[config.mk]
export PLATFORM = sky130hd
export DESIGN_NAME = turn_sequencer
export DESIGN_NICKNAME = d
export VERILOG_FILES = /design/src/rtl/simon_pkg.sv /design/src/rtl/turn_timer.sv /design/src/rtl/turn_sequencer.sv
export SDC_FILE = /design/constraint.sdc
export NUM_CORES = 1
export LEC_CHECK = 0
export ABC_CLOCK_PERIOD_IN_PS = 3600
export CAP_MARGIN = 30
export CORE_ASPECT_RATIO = 0.6
export CORE_UTILIZATION = 30
export CTS_CLUSTER_DIAMETER = 100
export DETAILED_ROUTE_END_ITERATION = 6
export PLACE_DENSITY = 0.46
export SLEW_MARGIN = 5
export SYNTH_ARGS = -nofsm -noshare
export SYNTH_HDL_FRONTEND = slang
export SYNTH_SLANG_ARGS = --single-unit
[constraint.sdc]
create_clock -name clk -period 3.6 [get_ports clk]
set_input_delay 0.72 -clock clk [delete_from_list [all_inputs] [get_ports clk]]
set_output_delay 0.72 -clock clk [all_outputs]
set_load 0.03 [all_outputs]
[src/rtl/simon_pkg.sv]
// Shared types and sizing for the Simon Says game blocks.
package simon_pkg;

    localparam int MAX_LEN = 33;
    localparam int IDX_W   = 6;

    typedef logic [1:0] seg_t;

    typedef enum logic [2:0] {
        IDLE,
        RELEASE,
        PRESS,
        CHECK,
        PASS,
        FAIL
    } turn_state_t;

endpackage

[src/rtl/turn_timer.sv]
// Clearable up-counter that flags when LIMIT cycles have elapsed.
// Also intended for pacing the display playback.
module turn_timer #(
    parameter int CNT_W = 26,
    parameter int LIMIT = 50_000_000
) (
    input  logic clk,
    input  logic reset,
    input  logic clear,
    input  logic enable,
    output logic expired
);

    logic [CNT_W-1:0] count;

    // Clear has priority so a state change can restart the wait in the same cycle.
    always_ff @(posedge clk or posedge reset) begin
        if (reset)       count <= '0;
        else if (clear)  count <= '0;
        else if (enable) count <= count + 1'b1;
    end

    // Count sits at LIMIT-1 on the cycle the LIMIT-th increment would occur.
    assign expired = (count == CNT_W'(LIMIT - 1));

endmodule

[src/rtl/turn_sequencer.sv]
// Walks the segment verifier through one player turn: waits for release,
// captures a press, checks it, and reports pass / fail / timeout.
module turn_sequencer #(
    parameter int MAX_LEN        = simon_pkg::MAX_LEN,
    parameter int IDX_W          = simon_pkg::IDX_W,
    parameter int TIMEOUT_CYCLES = 50_000_000,
    parameter int CNT_W          = 26
) (
    input  logic             clk,
    input  logic             reset,
    input  logic             start,
    input  logic [IDX_W-1:0] round_len,
    input  logic [3:0]       buttons,
    input  logic             result,
    output logic [IDX_W-1:0] check_round,
    output logic [3:0]       press_out,
    output logic             busy,
    output logic             turn_pass,
    output logic             turn_fail,
    output logic             timed_out
);

    import simon_pkg::*;

    localparam logic [IDX_W-1:0] MAX_LEN_I = IDX_W'(MAX_LEN);

    turn_state_t      state, state_n;
    logic [IDX_W-1:0] len_q, len_n, round_n, len_clamp;
    logic [3:0]       press_n;
    logic             timeout_n, timer_clr, timer_en, expired, last;

    assign len_clamp = (round_len > MAX_LEN_I) ? MAX_LEN_I : round_len;
    assign last      = (check_round == len_q - 1'b1);

    turn_timer #(
        .CNT_W (CNT_W),
        .LIMIT (TIMEOUT_CYCLES)
    ) u_timer (
        .clk     (clk),
        .reset   (reset),
        .clear   (timer_clr),
        .enable  (timer_en),
        .expired (expired)
    );

    // Next-state, datapath and timer control; events beat a same-cycle timeout.
    always_comb begin
        state_n   = state;
        len_n     = len_q;
        round_n   = check_round;
        press_n   = press_out;
        timeout_n = 1'b0;
        timer_clr = 1'b0;
        timer_en  = 1'b0;
        case (state)
            IDLE: begin
                timer_clr = 1'b1;
                if (start) begin
                    len_n   = len_clamp;
                    round_n = '0;
                    // A held button must be released before it can count.
                    state_n = (len_clamp == '0) ? PASS : RELEASE;
                end
            end
            RELEASE: begin
                if (buttons == 4'b0) begin
                    timer_clr = 1'b1;
                    state_n   = PRESS;
                end else if (expired) begin
                    timeout_n = 1'b1;
                    state_n   = FAIL;
                end else begin
                    timer_en = 1'b1;
                end
            end
            PRESS: begin
                if (buttons != 4'b0) begin
                    // Raw value: multi-button presses go to the verifier as-is.
                    press_n = buttons;
                    state_n = CHECK;
                end else if (expired) begin
                    timeout_n = 1'b1;
                    state_n   = FAIL;
                end else begin
                    timer_en = 1'b1;
                end
            end
            CHECK: begin
                if (!result) begin
                    state_n = FAIL;
                end else if (last) begin
                    state_n = PASS;
                end else begin
                    round_n   = check_round + 1'b1;
                    timer_clr = 1'b1;
                    state_n   = RELEASE;
                end
            end
            PASS: begin
                press_n = '0;
                state_n = IDLE;
            end
            FAIL:    state_n = IDLE;
            default: state_n = IDLE;
        endcase
    end

    // State and registered outputs; pulses are decoded from the next state.
    always_ff @(posedge clk or posedge reset) begin
        if (reset) begin
            state       <= IDLE;
            len_q       <= '0;
            check_round <= '0;
            press_out   <= '0;
            busy        <= 1'b0;
            turn_pass   <= 1'b0;
            turn_fail   <= 1'b0;
            timed_out   <= 1'b0;
        end else begin
            state       <= state_n;
            len_q       <= len_n;
            check_round <= round_n;
            press_out   <= press_n;
            busy        <= (state_n != IDLE);
            turn_pass   <= (state_n == PASS);
            turn_fail   <= (state_n == FAIL);
            timed_out   <= timeout_n;
        end
    end

endmodule

==> run_results.csv, run 1 <==
group,metric,value,unit
worst_setup_path,critPathKind,"input port to register",
run_status,violations,"DRC",
route,wire_per_inst,14.95,um
cells_and_area,final_layout_size_suffix_gt1_share,6.832,%
logic_synthesis,ys_ff_latch,49,
sta,setup_viol,0,
cts,cts_inserted_buffers,5,
die,fp-row-count,26,
min_path,hold_path_depth,2,
cells_and_area,mostFrequentLayoutCells,"49 x dfrtp_1, 40 x nor2_1, 29 x nand2_1",
logic_synthesis,postSynthAreaPerCell,9.233,um2
placed_design,port-buffer-count,27,
route,drt_iter0_drc,132,
logic_synthesis,ys_seq_area_share,45.02,%
route,antenna_left,0,
sta,rsz0062_at_grt,"no",
sta,setup_tns,0,ps
sta,hold_viol,0,
cells_and_area,final_common_cell,"dfrtp_1",
route,drc,4,
worst_setup_path,critical_path.max_fanout,21,
cts,clock_sinks,49,
die,dieArea,0.009477,mm2
cells_and_area,diodes,0,
global_route,grt_pass1_vias,1917,
global_route,track_usage,14.59,%
cells_and_area,num-fill-cells,857,
power_and_ir_drop,power,2.027,mW
route,drt-total-wl,6487,um
logic_synthesis,syn_nets,312,
cells_and_area,regArea,0.001226,mm2
cts,postCtsSetupBuffers,0,
logic_synthesis,netlist_instances,295,
run_status,status,"complete, but fails checks",
placed_design,placed_cell_area,0.003090,mm2
cts,clk_latency,290,ps
worst_setup_path,critical_path_required,3820,ps
worst_setup_path,start_kind,"input port",
die,design.portCount,28,
global_route,grt_pass1_wl,10550,um
power_and_ir_drop,leakagePower,1.358,nW
placed_design,gp_congestion,0.7468,
global_route,grt_antenna_before_repair,0,
cts,htree_levels,2,
cts,clk_pin_slew,70,ps
sta,hold_slack,512.6,ps
route,num_vias,2159,
cells_and_area,final_cell_area,0.003267,mm2
cells_and_area,multiInputGateArea,0.001413,mm2
cts,clk_root_buffer_cell,"clkbuf_16",
cts,cts_resized,0,
logic_synthesis,mappedNetlistArea,0.002724,mm2
placed_design,hpwl,4691,um
die,initial_core_util,31.48,%
sta,finalClockSkew,8.255,ps
sta,fin_crit,2716,ps
cells_and_area,fin_nets,338,
worst_setup_path,reg2reg_slack,1090,ps
min_path,hold_path.class,"register to register",
sta,relSlewSlack,43.86,%
cells_and_area,syn2layout_area_growth,19.94,%
die,die_height,75.81,um
sta,maxSlewViolCount,0,
global_route,grt_max_degree,29,
flow_run,drv_cap,0,
sta,finalCritPeriodShare,75.44,%
route,first_pass_iters,7,
logic_synthesis,synth.distinct_cells,46,
worst_setup_path,rr_worst_depth,6,
cells_and_area,final_core_util,37.75,%
cts,clock_path_buffers,2,
worst_setup_path,endpoint_kind,"register",
cts,cts_tree,"built",
cts,postCtsHoldBufs,0,
power_and_ir_drop,p_per_area,620.5,mW/mm2
power_and_ir_drop,ir_drop,0.2652,mV
die,core,0.008653,mm2
sta,worst_slew_pin_slew,835.7,ps
route,avgViaCountPerCell,4.975,
die,die_x,125.0,um
sta,fmax,0.3682,GHz
worst_setup_path,crit_arrival,2940,ps
logic_synthesis,synth_warnings,0,
global_route,overflow,0,
-- routing by layer --
layer / part of all wire, % / up-vias / global-route usage [%] / routed length, um
li1: - / 1072 / - / -
met1: 61 / 1023 / 24.48 / 3940
met2: 33 / 55 / 17.38 / 2161
met3: 4.8 / 9 / 3.020 / 310
met4: 1.1 / 0 / 4.065 / 74
met5: 0 / - / 0 / 0
-- worst max-delay path, cell delays in order --
cell and delay (ps):
clkdlybuf4s50_1 480, nor4_4 460, mux2_4 240, o21a_4 280, nand3_2 120, or4_1 480
a21oi_1 140
-- power breakdown --
part	total (mW)	switching (mW)	leakage [nW]	internal, mW
logic	0.715	0.435	0.626	0.280
clock network	0.563	0.216	0.0831	0.347
registers	0.749	0.116	0.649	0.632
-- cell families after synthesis --
family / count (synthesis) / share of synthesized area, %
buffers and inverters: 17 / 3.124
adders and majority gates: 3 / 1.378
muxes: 9 / 3.491
and+or+nand+nor: 149 / 28.85
xor gates and xnor gates: 32 / 10.29
AOI/OAI and AO/OA: 36 / 7.855
DFF: 49 / 45.02
-- synth_stat cells (all sizes together) --
library cell	number	area, um2
or4	5	41.29
or3	4	30.03
nor4	2	27.53
nor4bb	1	10.01
nand2	29	108.9
nand3b	1	7.510
nor2b	4	25.02
and4	2	17.52
a21o	1	7.510
xor2	20	175.2
and2	2	12.51
clkbuf	3	11.26
and2b	1	7.510
buf	7	47.54
a31oi	1	6.260
a32o	1	10.01
and3	5	31.28
o31ai	1	7.510
nor3	8	45.04
inv	7	26.28
o21ai	16	83.83
nand4	13	81.33
a211oi	1	7.510
a21oi	10	50.05
dfrtp	49	1226
xnor2	12	105.1
o21bai	1	7.510
ha	3	37.54
nor2	40	150.1
mux2	1	15.01
nor3b	2	15.01
o22ai	3	18.77
mux2i	8	80.08
nand2b	5	31.28
or2	3	21.27
nor4b	2	17.52
nand3	20	105.1
o21a	1	15.01
-- flip-flops by register name, indices dropped and copies added, names as in the netlist --
name / flops
busy: 1
check_round: 6
len_q: 6
press_out: 4
state: 3
timed_out: 1
turn_fail: 1
turn_pass: 1
u_timer.count: 26
-- cell type report --
| cell class | count | area share (%) |
|---|---|---|
| multi-input cells | 229 | 43.24 |
| inverters | 7 | 0.8043 |
| clock inverters | 2 | 1.149 |
| clock buffers | 6 | 4.251 |
| repair buffers | 29 | 8.732 |
| flip-flops and latches | 49 | 37.53 |
| well taps | 112 | 4.290 |
-- final timing paths --
| check | startpoint | end |
|---|---|---|
| max | buttons[0] | u_timer.count[25] |
| min | press_out[0] | press_out[0] |
| min reg2reg | press_out[0] | press_out[0] |
| max in group asynchronous | reset | press_out[1] |
| min in group asynchronous | reset | u_timer.count[19] |
| max reg2reg | u_timer.count[7] | busy |
-- per-stage QoR --
stage,worst slack [ps],cells
CTS,884.8,434
global placement,625.1,426
detailed placement,555.7,426
global route,718.9,434
floorplan,1282,295
finish,884.2,434
No activity file was read; power rests on OpenSTA's default activity.
==> run 2, diff against run 1 <==
--- a/config.mk
+++ b/config.mk
@@ -5,7 +5,7 @@
 export SDC_FILE = /design/constraint.sdc
 export NUM_CORES = 1
 export LEC_CHECK = 0
-export ABC_CLOCK_PERIOD_IN_PS = 3600
+export ABC_CLOCK_PERIOD_IN_PS = 2750
 export CAP_MARGIN = 30
 export CORE_ASPECT_RATIO = 0.6
 export CORE_UTILIZATION = 30
==> constraint.sdc (replaced) <==
create_clock -name clk -period 2.75 [get_ports clk]
set_input_delay 0.55 -clock clk [delete_from_list [all_inputs] [get_ports clk]]
set_output_delay 0.55 -clock clk [all_outputs]
set_load 0.03 [all_outputs]
==> run 2 against run 1 <==
Effect of this change: wire length grew 3.2%; the run still ends with DRC left; via count is essentially flat; setup slack lost 490 ps; worst hold slack gained 7.7 ps.
==> run_results.csv, run 2 (same netlist as run 1, synthesis figures left out) <==
group,metric,value,unit
worst_setup_path,reg2reg_from,"len_q[0]",
route,num_vias,2161,
min_path,hold_path.class,"register to register",
die,dieArea,0.009477,mm2
placed_design,dpl_worst_slack,92.10,ps
cts,htree_levels,2,
worst_setup_path,path_common_cell,"or4_1",
die,die_height,75.81,um
cts,cts_inserted_buffers,5,
worst_setup_path,critPathKind,"input port to register",
cells_and_area,num-fill-cells,855,
cts,clock_path_buffers,2,
cells_and_area,reg.largest.list,"u_timer.count (26), check_round (6), len_q (6)",
worst_setup_path,reg2reg_slack,430,ps
cells_and_area,diodes,0,
sta,setup_viol,0,
route,drc,4,
sta,setup_tns,0,ps
cells_and_area,final_layout_size_suffix_gt1_share,8.232,%
route,drt_iter0_drc,137,
cts,cts_resized,0,
route,drt-total-wl,6696,um
route,first_pass_iters,6,
power_and_ir_drop,ir_drop,0.3780,mV
worst_setup_path,critical_path_required,2920,ps
run_status,violations,"DRC",
worst_setup_path,crit_chain,"clkdlybuf4s50_1, or4_1, nor3_2, o21ai_0, o22ai_1, a21oi_1, or4_1",
cells_and_area,largest_reg_flops,26,
die,initial_core_util,31.48,%
global_route,grt_max_degree,30,
sta,fmax,0.4248,GHz
worst_setup_path,critPathMaxStageDelay,570,ps
global_route,grt_antenna_before_repair,0,
die,die_x,125.0,um
cells_and_area,top_register,"u_timer.count",
worst_setup_path,worst_path_max_delay_cell,"or4_1",
worst_setup_path,crit_arrival,2520,ps
worst_setup_path,worstSetupStartpoint,"round_len[4]",
worst_setup_path,start_kind,"input port",
flow_run,drv_cap,0,
route,avgViaCountPerCell,4.911,
global_route,grt_pass1_wl,10850,um
min_path,hold_path_startpoint,"press_out[3]",
sta,rsz0062_at_grt,"no",
global_route,track_usage,15.30,%
cells_and_area,final_common_cell,"dfrtp_1",
sta,fin_crit,2354,ps
worst_setup_path,endpoint_kind,"register",
placed_design,gp_congestion,0.8068,
die,fp-row-count,26,
cells_and_area,mostFrequentLayoutCells,"49 x dfrtp_1, 40 x nor2_1, 29 x nand2_1",
power_and_ir_drop,leakagePower,1.389,nW
worst_setup_path,path_buf_inv,1,
sta,hold_viol,0,
cts,clk_root_buffer_cell,"clkbuf_16",
cts,clk_pin_slew,60,ps
sta,relSlewSlack,57.63,%
cts,cts_tree,"built",
die,core,0.008653,mm2
cells_and_area,fin_nets,345,
run_status,status,"complete, but fails checks",
route,wire_per_inst,15.22,um
sta,finalClockSkew,4.456,ps
placed_design,hpwl,4939,um
cts,postCtsHoldBufs,0,
cells_and_area,final_core_util,38.26,%
global_route,overflow,0,
cells_and_area,final_cell_area,0.003311,mm2
placed_design,placed_cell_area,0.003168,mm2
power_and_ir_drop,p_per_area,792.3,mW/mm2
cts,clock_sinks,49,
worst_setup_path,path_delay_family,"simple AND/OR/NAND/NOR gates",
die,design.portCount,28,
sta,worst_slew_pin_slew,633.2,ps
sta,maxSlewViolCount,0,
sta,finalWorstSetupSlack,396.0,ps
cts,postCtsSetupBuffers,0,
cells_and_area,syn2layout_area_growth,21.54,%
placed_design,port-buffer-count,27,
cts,clk_latency,290,ps
global_route,grt_pass1_vias,1983,
worst_setup_path,critical_path.max_fanout,3,
sta,finalCritPeriodShare,85.60,%
route,antenna_left,0,
run 2: report_power, final:
group | internal (mW) | leakage [nW] | switching (mW) | total [mW]
combinational | 0.436 | 0.670 | 0.586 | 1.02
clock | 0.358 | 0.0700 | 0.260 | 0.618
sequential | 0.828 | 0.649 | 0.155 | 0.983
run 2: through the flow:
stage | hold slack (ps) | cells | total power, mW
after CTS | 519.7 | 440 | 2.657
after global placement | 502.3 | 433 | 2.021
after global routing | 562.7 | 440 | 2.812
after detailed placement | 495.2 | 433 | 2.019
final | 520.3 | 440 | 2.623
after floorplan | 466.5 | 295 | 1.675
run 2: worst reg2reg max path, cell delays in order, from the launching register on:
cell and delay [ps]:
dfrtp_1 420, inv_1 90, ha_1 270, xnor2_1 150, a21o_1 180, o21ai_0 140, nand3_1 300, or3_1 440
a21oi_1 230
run 2: cell type report:
cell class / instances / area [um2] / area share [%]
repair buffers: 36 / 362.8 / 10.96
clock buffers: 7 / 142.6 / 4.308
inverters: 7 / 26.28 / 0.7936
flip-flops and latches: 49 / 1226 / 37.04
multi-input cells: 229 / 1413 / 42.67
well taps: 112 / 140.1 / 4.233
run 2: final timing paths:
path                                         end  cells after the start
worst max-delay path                        busy                      7
worst min-delay path                press_out[3]                      2
worst max register to register         turn_pass                      8
worst min register to register      press_out[3]                      2
max in group asynchronous               len_q[3]                      3
min in group asynchronous       u_timer.count[7]                      2
run 2: routing by layer:
metal / GRT usage [%] / vias to the layer above / routed length (um)
met4: 5.556 / 0 / 79
met2: 17.38 / 39 / 2273
met1: 25.53 / 1020 / 4044
met5: 0 / - / 0
met3: 3.652 / 8 / 299
li1: - / 1094 / -
==> run 3, diff against run 2 <==
--- a/config.mk
+++ b/config.mk
@@ -10,6 +10,7 @@
 export CORE_ASPECT_RATIO = 0.6
 export CORE_UTILIZATION = 30
 export CTS_CLUSTER_DIAMETER = 100
+export CTS_CLUSTER_SIZE = 12
 export DETAILED_ROUTE_END_ITERATION = 6
 export PLACE_DENSITY = 0.46
 export SLEW_MARGIN = 5
==> results of run 3 <==
Same layout as run 2: the final DEF is identical, and so are final timing and power.
